--- src/rtl/metaframe_sync.sv ---
// Metaframe alignment for a 64B/67B lane: hunts for the sync word, verifies its
// period over several metaframes, and forwards payload words once locked.
module metaframe_sync #(
  parameter int METAFRAME_LEN = 2048,
  parameter int LOCK_CNT      = 4,
  parameter int LOSS_CNT      = 4
) (
  input  logic        USER_CLK,
  input  logic        SYSTEM_RESET,
  input  logic [63:0] DATA_IN,
  input  logic [1:0]  HEADER_IN,
  input  logic        DATA_IN_VALID,
  input  logic        LOCKED_IN,
  output logic [63:0] DATA_OUT,
  output logic        CTRL_OUT,
  output logic        DATA_OUT_VALID,
  output logic        FRAME_LOCKED,
  output logic        METAFRAME_START,
  output logic [57:0] SCRAM_STATE,
  output logic [1:0]  DIAG_STATUS,
  output logic        HDR_ERR,
  output logic [7:0]  SYNC_ERR_CNT
);

  localparam logic [63:0] SYNC_WORD = 64'h78F6_78F6_78F6_78F6;
  localparam logic [63:0] SKIP_WORD = 64'h1E1E_1E1E_1E1E_1E1E;
  localparam logic [5:0]  SCRAM_TAG = 6'b001010;
  localparam logic [5:0]  DIAG_TAG  = 6'b011001;
  localparam logic [15:0] LAST_POS  = 16'(METAFRAME_LEN - 1);
  localparam logic [15:0] LOCK_TGT  = 16'(LOCK_CNT);
  localparam logic [15:0] LOSS_TGT  = 16'(LOSS_CNT);

  typedef enum logic [1:0] {
    ST_HUNT   = 2'd0,
    ST_VERIFY = 2'd1,
    ST_LOCKED = 2'd2
  } state_t;

  state_t      state_r, state_nxt_s;
  logic [15:0] word_ctr_r, word_ctr_nxt_s;
  logic [15:0] good_r, good_nxt_s;
  logic [15:0] bad_r, bad_nxt_s;
  logic [7:0]  err_r, err_nxt_s;
  logic        start_nxt_s, dov_nxt_s, hdr_err_nxt_s;

  logic        is_ctrl_s, hdr_bad_s, is_sync_s, is_skip_s, is_scram_s, is_diag_s;
  logic        framing_s, on_pos_s;

  logic [63:0] dout_r;
  logic        ctrl_r, dov_r, locked_r, start_r, hdr_err_r;
  logic [57:0] scram_r;
  logic [1:0]  diag_r;

  // Framing words are only recognised behind a control header.
  assign is_ctrl_s  = (HEADER_IN == 2'b10);
  assign hdr_bad_s  = (HEADER_IN == 2'b00) || (HEADER_IN == 2'b11);
  assign is_sync_s  = is_ctrl_s && (DATA_IN == SYNC_WORD);
  assign is_skip_s  = is_ctrl_s && (DATA_IN == SKIP_WORD);
  assign is_scram_s = is_ctrl_s && (DATA_IN[63:58] == SCRAM_TAG);
  assign is_diag_s  = is_ctrl_s && (DATA_IN[63:58] == DIAG_TAG);
  assign framing_s  = is_sync_s || is_skip_s || is_scram_s || is_diag_s;
  assign on_pos_s   = (word_ctr_r == LAST_POS);

  // Framing state and position counters.
  always_ff @(posedge USER_CLK or posedge SYSTEM_RESET) begin
    if (SYSTEM_RESET) begin
      state_r    <= ST_HUNT;
      word_ctr_r <= 16'd0;
      good_r     <= 16'd0;
      bad_r      <= 16'd0;
      err_r      <= 8'd0;
    end else begin
      state_r    <= state_nxt_s;
      word_ctr_r <= word_ctr_nxt_s;
      good_r     <= good_nxt_s;
      bad_r      <= bad_nxt_s;
      err_r      <= err_nxt_s;
    end
  end

  // Next-state, counter and pulse decisions for the current input word.
  always_comb begin
    state_nxt_s    = state_r;
    word_ctr_nxt_s = word_ctr_r;
    good_nxt_s     = good_r;
    bad_nxt_s      = bad_r;
    err_nxt_s      = err_r;
    start_nxt_s    = 1'b0;
    dov_nxt_s      = 1'b0;
    hdr_err_nxt_s  = 1'b0;
    if (!LOCKED_IN) begin
      state_nxt_s    = ST_HUNT;
      word_ctr_nxt_s = 16'd0;
      good_nxt_s     = 16'd0;
      bad_nxt_s      = 16'd0;
    end else if (DATA_IN_VALID) begin
      hdr_err_nxt_s  = hdr_bad_s;
      word_ctr_nxt_s = on_pos_s ? 16'd0 : word_ctr_r + 16'd1;
      case (state_r)
        ST_HUNT: begin
          // The entry sync word defines the phase: it sits at the last position.
          word_ctr_nxt_s = 16'd0;
          if (is_sync_s) begin
            state_nxt_s = ST_VERIFY;
            good_nxt_s  = 16'd1;
            bad_nxt_s   = 16'd0;
            start_nxt_s = 1'b1;
          end else begin
            good_nxt_s  = 16'd0;
          end
        end
        ST_VERIFY: begin
          if (on_pos_s && is_sync_s) begin
            good_nxt_s  = good_r + 16'd1;
            start_nxt_s = 1'b1;
            if ((good_r + 16'd1) == LOCK_TGT) begin
              state_nxt_s = ST_LOCKED;
              bad_nxt_s   = 16'd0;
            end else begin
              state_nxt_s = ST_VERIFY;
            end
          end else if (on_pos_s) begin
            state_nxt_s    = ST_HUNT;
            word_ctr_nxt_s = 16'd0;
            good_nxt_s     = 16'd0;
            bad_nxt_s      = 16'd0;
          end else begin
            state_nxt_s = ST_VERIFY;
          end
        end
        ST_LOCKED: begin
          dov_nxt_s = !framing_s && !hdr_bad_s;
          if (on_pos_s && is_sync_s) begin
            bad_nxt_s   = 16'd0;
            start_nxt_s = 1'b1;
          end else if (on_pos_s) begin
            bad_nxt_s = bad_r + 16'd1;
            err_nxt_s = (err_r == 8'hFF) ? err_r : err_r + 8'd1;
            if ((bad_r + 16'd1) == LOSS_TGT) begin
              state_nxt_s    = ST_HUNT;
              word_ctr_nxt_s = 16'd0;
              good_nxt_s     = 16'd0;
              bad_nxt_s      = 16'd0;
            end else begin
              state_nxt_s = ST_LOCKED;
            end
          end else begin
            bad_nxt_s = bad_r;
          end
        end
        default: begin
          state_nxt_s    = ST_HUNT;
          word_ctr_nxt_s = 16'd0;
          good_nxt_s     = 16'd0;
          bad_nxt_s      = 16'd0;
        end
      endcase
    end else begin
      state_nxt_s = state_r;
    end
  end

  // Registered outputs; data and captured fields hold between qualifying words.
  always_ff @(posedge USER_CLK or posedge SYSTEM_RESET) begin
    if (SYSTEM_RESET) begin
      dout_r    <= 64'd0;
      ctrl_r    <= 1'b0;
      dov_r     <= 1'b0;
      locked_r  <= 1'b0;
      start_r   <= 1'b0;
      hdr_err_r <= 1'b0;
      scram_r   <= 58'd0;
      diag_r    <= 2'd0;
    end else begin
      dov_r     <= dov_nxt_s;
      start_r   <= start_nxt_s;
      hdr_err_r <= hdr_err_nxt_s;
      locked_r  <= (state_nxt_s == ST_LOCKED);
      if (dov_nxt_s) begin
        dout_r <= DATA_IN;
        ctrl_r <= is_ctrl_s;
      end
      if (DATA_IN_VALID && is_scram_s) begin
        scram_r <= DATA_IN[57:0];
      end
      if (DATA_IN_VALID && is_diag_s) begin
        diag_r <= DATA_IN[33:32];
      end
    end
  end

  assign DATA_OUT        = dout_r;
  assign CTRL_OUT        = ctrl_r;
  assign DATA_OUT_VALID  = dov_r;
  assign FRAME_LOCKED    = locked_r;
  assign METAFRAME_START = start_r;
  assign SCRAM_STATE     = scram_r;
  assign DIAG_STATUS     = diag_r;
  assign HDR_ERR         = hdr_err_r;
  assign SYNC_ERR_CNT    = err_r;

endmodule
--- config.mk ---
export PLATFORM = sky130hd
export DESIGN_NAME = metaframe_sync
export DESIGN_NICKNAME = d
export VERILOG_FILES = /design/src/rtl/metaframe_sync.sv
export SDC_FILE = /design/constraint.sdc
export NUM_CORES = 1
export LEC_CHECK = 0
export BUFFER_PORTS_ARGS = -buffer_cell sky130_fd_sc_hd__buf_2
export CORE_UTILIZATION = 56
export CTS_BUF_LIST = sky130_fd_sc_hd__clkbuf_8
export CTS_CLUSTER_SIZE = 12
export DETAILED_ROUTE_END_ITERATION = 8
export PLACE_DENSITY = 0.89
export SYNTH_ARGS = -nofsm -noshare
export SYNTH_HDL_FRONTEND = slang
export SYNTH_SLANG_ARGS = --single-unit
--- constraint.sdc ---
create_clock -name USER_CLK -period 8.6 [get_ports USER_CLK]
set_clock_uncertainty 0.15 [all_clocks]
set_input_delay 1.29 -clock USER_CLK [delete_from_list [all_inputs] [get_ports USER_CLK]]
set_output_delay 1.29 -clock USER_CLK [all_outputs]
set_load 0.005 [all_outputs]
# Word level (Yosys, flattened, before mapping)
# Cells that the tools add are included.
[classes]
n_mux = 47
eq_ne = 21
n_reduce_logical = 20
bitwise = 2
addsub = 4
[ops]
columns = ["cell", "count"]
rows = [
  ["16-bit two-way mux", 23],
  ["16-bit one-hot mux with 3 select lines", 2],
  ["64-bit by 61-bit equality test with 1-bit output, second input constant", 1],
  ["64-bit by 63-bit equality test with 1-bit output, second input constant", 1],
  ["16-bit by 1-bit adder with 16-bit output, second input constant", 3],
  ["16-bit by 3-bit equality test with 1-bit output, second input constant", 2],
  ["16-bit one-hot mux with 2 select lines", 1],
  ["16-bit by 11-bit equality test with 1-bit output, second input constant", 1],
  ["2-bit two-way mux", 8],
  ["3-bit != test, second input constant", 4],
  ["4-bit != test, second input constant", 3],
  ["1-bit two-way mux", 11],
  ["5-bit AND reduction", 2],
  ["8-bit by 1-bit adder with 8-bit output, second input constant", 1],
  ["2-bit equality test, second input constant", 4],
  ["8-bit equality test, second input constant", 1],
  ["1-bit logical AND", 8],
  ["6-bit by 4-bit equality test with 1-bit output, second input constant", 1],
  ["6-bit by 5-bit equality test with 1-bit output, second input constant", 1],
  ["2-bit one-hot mux with 3 select lines", 1],
  ["6-bit AND reduction", 1],
  ["2-bit logical NOT", 2],
  ["1-bit logical OR", 4],
  ["2-bit by 1-bit equality test with 1-bit output, second input constant", 1],
  ["other kinds (5)", 7],
]
[totals]
input_bits = 70
reg_bits = 187
output_inout_bits = 137

# Depth between registers and ports, before layout
[depth]
word_depth = 10
depth_mapped = 10

# Worst setup path after synthesis
# No wires, ideal clock.
[synth_timing]
kind = "input to register"
from = "input port HEADER_IN[0]"
to = "register scram_r[0] (netlist: SCRAM_STATE[0])"
path_buffers = 2
slack_ns = 5.276
required_ns = 8.325
stages = 8
arrival_ns = 3.049
cell_sequence = "inv_1 ha_1 and3b_1 nor2b_1 nand3_1 clkbuf_1 clkbuf_1 mux2_2"
[synth_via]
elab_chain_cells = 3
[synth_lines]
columns = ["item", "line_no", "rtl"]
rows = [
  ["start: declaration", "11", "input logic [1:0] HEADER_IN,"],
  ["2-bit equality test", "55", "assign is_ctrl_s = (HEADER_IN == 2'b10);"],
  ["named net is_ctrl_s", "46", "logic is_ctrl_s, hdr_bad_s, is_sync_s, is_skip_s, is_scram_s, is_diag_s;"],
  ["1-bit logical AND", "59", "assign is_scram_s = is_ctrl_s && (DATA_IN[63:58] == SCRAM_TAG);"],
  ["1-bit logical AND", "183", "if (DATA_IN_VALID && is_scram_s) begin"],
  ["end signal: assignment", "184", "scram_r <= DATA_IN[57:0];"],
  ["end: declaration", "51", "logic [57:0] scram_r;"],
]
# The timed path passes the listed nets, and every way through them passes these cells.
# A chain may end at the register's enable or synchronous reset.

# Final worst setup path
[layout_timing]
from = "input port DATA_IN[31]"
to = "register dout_r[34] (netlist: DATA_OUT[34])"
[layout_via]
elab_chain_cells = 10
word_cells_on_any_way = 12
cone_classes = "eq/ne: 2; mux: 3; reduce/logical: 7"
[layout_lines]
columns = ["item", "line_no", "rtl"]
rows = [
  ["start: declaration", "10", "input logic [63:0] DATA_IN,"],
  ["64-bit by 63-bit equality test with 1-bit output or 64-bit by 61-bit equality test with 1-bit output (tied branches)", "57, 58", ""],
  ["1-bit logical AND, on equally long branches", "57, 58", ""],
  ["1-bit logical OR (*) (3 in series)", "61", "assign framing_s = is_sync_s || is_skip_s || is_scram_s || is_diag_s;"],
  ["1-bit logical NOT (*)", "132", "dov_nxt_s = !framing_s && !hdr_bad_s;"],
  ["1-bit logical AND (*)", "132", ""],
  ["1-bit two-way mux (*)", "99", "case (state_r)"],
  ["1-bit two-way mux (*)", "96", "end else if (DATA_IN_VALID) begin"],
  ["1-bit two-way mux (*)", "91", "if (!LOCKED_IN) begin"],
  ["end signal: assignment", "166", "dout_r <= 64'd0;"],
  ["end signal: assignment", "180", "dout_r <= DATA_IN;"],
  ["end: declaration", "49", "logic [63:0] dout_r;"],
]
# Every way passes the cells marked *; elsewhere a longest branch is shown, timed or not.

==> flow_metrics.env <==
export IMPL_critical_path_class="in2reg"
export IMPL_top_layer_used="met4"
export IMPL_diodes=0
export IMPL_postSynthCellCount=790
export IMPL_hpwl_um=17000
export IMPL_dr_wl_met2_um=12100
export IMPL_r2r_cells=6
export IMPL_mappedNetlistArea_um2=9030
export IMPL_finish_utilization_pct=66.9
export IMPL_synth_edf_count=0
export IMPL_dr_wl_met3_um=2150
export IMPL_htreeDepth=4
export IMPL_gp_congestion=0.926
export IMPL_synth_cell_types=64
export IMPL_final_cell_mix="buf_2, dfrtp_1, mux2_2"
export IMPL_synth_nets=870
export IMPL_r2r_start="word_ctr_r[11]$_DFFE_PP0P_"
export IMPL_hold_viol=0
export IMPL_fin_tns_setup_ns=0
export IMPL_rsz0062_at_grt="no"
export IMPL_initial_core_util_pct=57.1
export IMPL_ys_ff_latch=187
export IMPL_drv_cap=0
export IMPL_drt_iter0_drc=531
export IMPL_nets=1060
export IMPL_ctsResizeCount=0
export IMPL_grt_pass1_wl_um=38700
export IMPL_min_to="SCRAM_STATE[9]$_DFFE_PP0P_"
export IMPL_vias=7484
export IMPL_critPathLaunchType="input port"
export IMPL_crit_chain="buf_2 -> nand4bb_1 -> nor4_1 -> and2_1 -> nand3_1 -> nand4_1 -> buf_4 -> mux2_2"
export IMPL_grt_use_total_pct=30.8
export IMPL_maxSlewHeadroom_pct=29.7
export IMPL_viasPerCell=6.20
export IMPL_io_buffers=206
export IMPL_nFillCells=1103
export IMPL_ios=207
export IMPL_hold_start="SCRAM_STATE[9]$_DFFE_PP0P_"
export IMPL_cts_made_buffers=17
export IMPL_final_setup_worst_slack_ns=4.24
export IMPL_place_ws_ns=3.87
export IMPL_multi_input_area_um2=4150
export IMPL_async_flop_share_pct=100
export IMPL_final_common_cell="buf_2"
export IMPL_syn2layout_area_growth_pct=17.2
export IMPL_grt_max_degree=121
export IMPL_drt_wl_total_um=24600
export IMPL_crit_fanout=49
export IMPL_period_needed_ns=4.36
export IMPL_min_period_over_period_pct=50.7
export IMPL_drive_above_1_share_pct=38.9
export IMPL_cts_tree="done"
export IMPL_seq_area_um2=4680
export IMPL_clkTransAtPathRegs_ns=0.12
export IMPL_cp_required_ns=8.83
export IMPL_worstHoldPathType="reg2reg"
export IMPL_synthFlopType="dfrtp_1"
export IMPL_firstDrtPassIters=6
export IMPL_ant_nets=0
export IMPL_die_area_um2=16600
export IMPL_powerDensity_nw_per_um2=149
export IMPL_grt_overflow=0
export IMPL_synth_warnings=0
export IMPL_drv_slew=0
export IMPL_clock_sinks=187
export IMPL_die_height_um=129
export IMPL_hold_buffers=0
export IMPL_reg2reg_to="bad_r[5]$_DFFE_PP0P_"
export IMPL_clk_path_buf_depth=2
export IMPL_root_buffer="clkbuf_8"
export IMPL_cpMaxStageDelayCell="nand4_1"
export IMPL_post_cts_setup_buffer_count=0
export IMPL_p_leak_nw=5.49
export IMPL_status="completed"
export IMPL_clock_latency_ns=0.48
export IMPL_cp_arrival_ns=4.58
export IMPL_met1_length_um=9380
export IMPL_reg2reg_slack_ns=4.84
export IMPL_grt_pass1_vias=7225
export IMPL_fp_row_count=46
export IMPL_setup_violations=0
export IMPL_hold_path_depth=1
export IMPL_cpPeakStageDelay_ns=0.69
export IMPL_tightest_slew_ns=1.05
export IMPL_syn_avg_cell_area_um2=11.4
export IMPL_core_area_um2=15800
export IMPL_wl_per_cell_um=20.4
export IMPL_route_detailed_drc=0
export IMPL_dieWidth_um=129
export IMPL_ys_seq_area_share_pct=51.8
export IMPL_antenna_found_initial=0
export IMPL_fmax_mhz=229
export IMPL_ir_drop_mv=0.141
export IMPL_power_mw=1.58
export IMPL_cp_end_kind="register"
## critical path: cells and delay by family
family | cells | cell delay [ns]
buf+inv | 2 | 0.79
mux | 1 | 0.44
simple gates | 5 | 2.03
## sequential cells by signal, summed over array words and instances, names as in the netlist
| name | cells |
|---|---|
| FRAME_LOCKED | 1 |
| DATA_OUT_VALID | 1 |
| SCRAM_STATE | 58 |
| METAFRAME_START | 1 |
| HDR_ERR | 1 |
| good_r | 16 |
| DATA_OUT | 64 |
| bad_r | 16 |
| word_ctr_r | 16 |
| state_r | 2 |
| SYNC_ERR_CNT | 8 |
| CTRL_OUT | 1 |
| DIAG_STATUS | 2 |
## worst max path at each step
stage / startpoint / slack [ns] / endpoint / depth (start not counted)
5_1_grt: DATA_IN[0] / 4.15 / DATA_OUT[21]$_DFFE_PP0P_ / 8
3_3_place_gp: DATA_IN[48] / 4.00 / DATA_OUT[37]$_DFFE_PP0P_ / 8
2_1_floorplan: SYSTEM_RESET / 2.07 / CTRL_OUT$_DFFE_PP0P_ / 1
4_1_cts: DATA_IN[32] / 4.31 / DATA_OUT[34]$_DFFE_PP0P_ / 8
3_5_place_dp: DATA_IN[0] / 3.87 / DATA_OUT[41]$_DFFE_PP0P_ / 8
6_report: DATA_IN[31] / 4.24 / DATA_OUT[34]$_DFFE_PP0P_ / 8
## logic make-up (layout without fill, tap and decap cells)
logic type / after synthesis / after routing / share of synthesized area (%)
xor+xnor: 20 / 20 / 1.94
buf+inv: 51 / 253 / 2.34
fa+ha+maj: 10 / 10 / 1.39
compound gates: 120 / 120 / 8.96
simple gates: 272 / 272 / 17.4
flops: 187 / 187 / 51.8
mux: 130 / 130 / 16.2
## stage by stage
| stage | cell area [um2] | instances | hold slack, ns |
|---|---|---|---|
| finish | 10600 | 1208 | 0.356 |
| global route | 10600 | 1208 | 0.368 |
| CTS | 10600 | 1208 | 0.358 |
| detailed placement | 10200 | 1177 | 0.337 |
| global placement | 10200 | 1177 | 0.325 |
| floorplan | 9030 | 790 | 0.318 |
## cell usage after synthesis, drive strengths merged (13+ instances only)
cell type / instances / area (um2)
nand3: 37 / 190
o21ai: 38 / 190
nand4: 25 / 169
nand2: 71 / 267
buf: 17 / 80.1
nor2: 27 / 101
o31ai: 18 / 149
mux2: 126 / 1420
clkbuf: 22 / 86.3
a21oi: 13 / 65.1
and3: 19 / 119
xnor2: 16 / 140
nor3: 17 / 90.1
dfrtp: 187 / 4680
## final cells by class
cell class                 count  share of cell area, %
clock buffer                  18                   2.34
sequential                   187                   44.2
multi-input combinational    552                   39.2
inverter                      12                  0.496
tap                          216                   2.55
clock inverter                13                   1.21
timing repair buffer         210                   10.0
## where the power goes
group          total, mW  internal (mW)  leakage [nW]  switching [mW]
Combinational      0.104         0.0397          2.70          0.0639
Sequential         0.901          0.893          2.60         0.00755
Clock              0.578          0.221         0.194           0.357
Total               1.58           1.15          5.49           0.428
## layer usage
layer	track usage (%)	up-vias
met5	0	-
met4	15.2	0
met3	8.57	83
met2	50.0	408
met1	38.1	3666
li1	-	3327
Note: power is estimated with default switching activity, not from simulation.
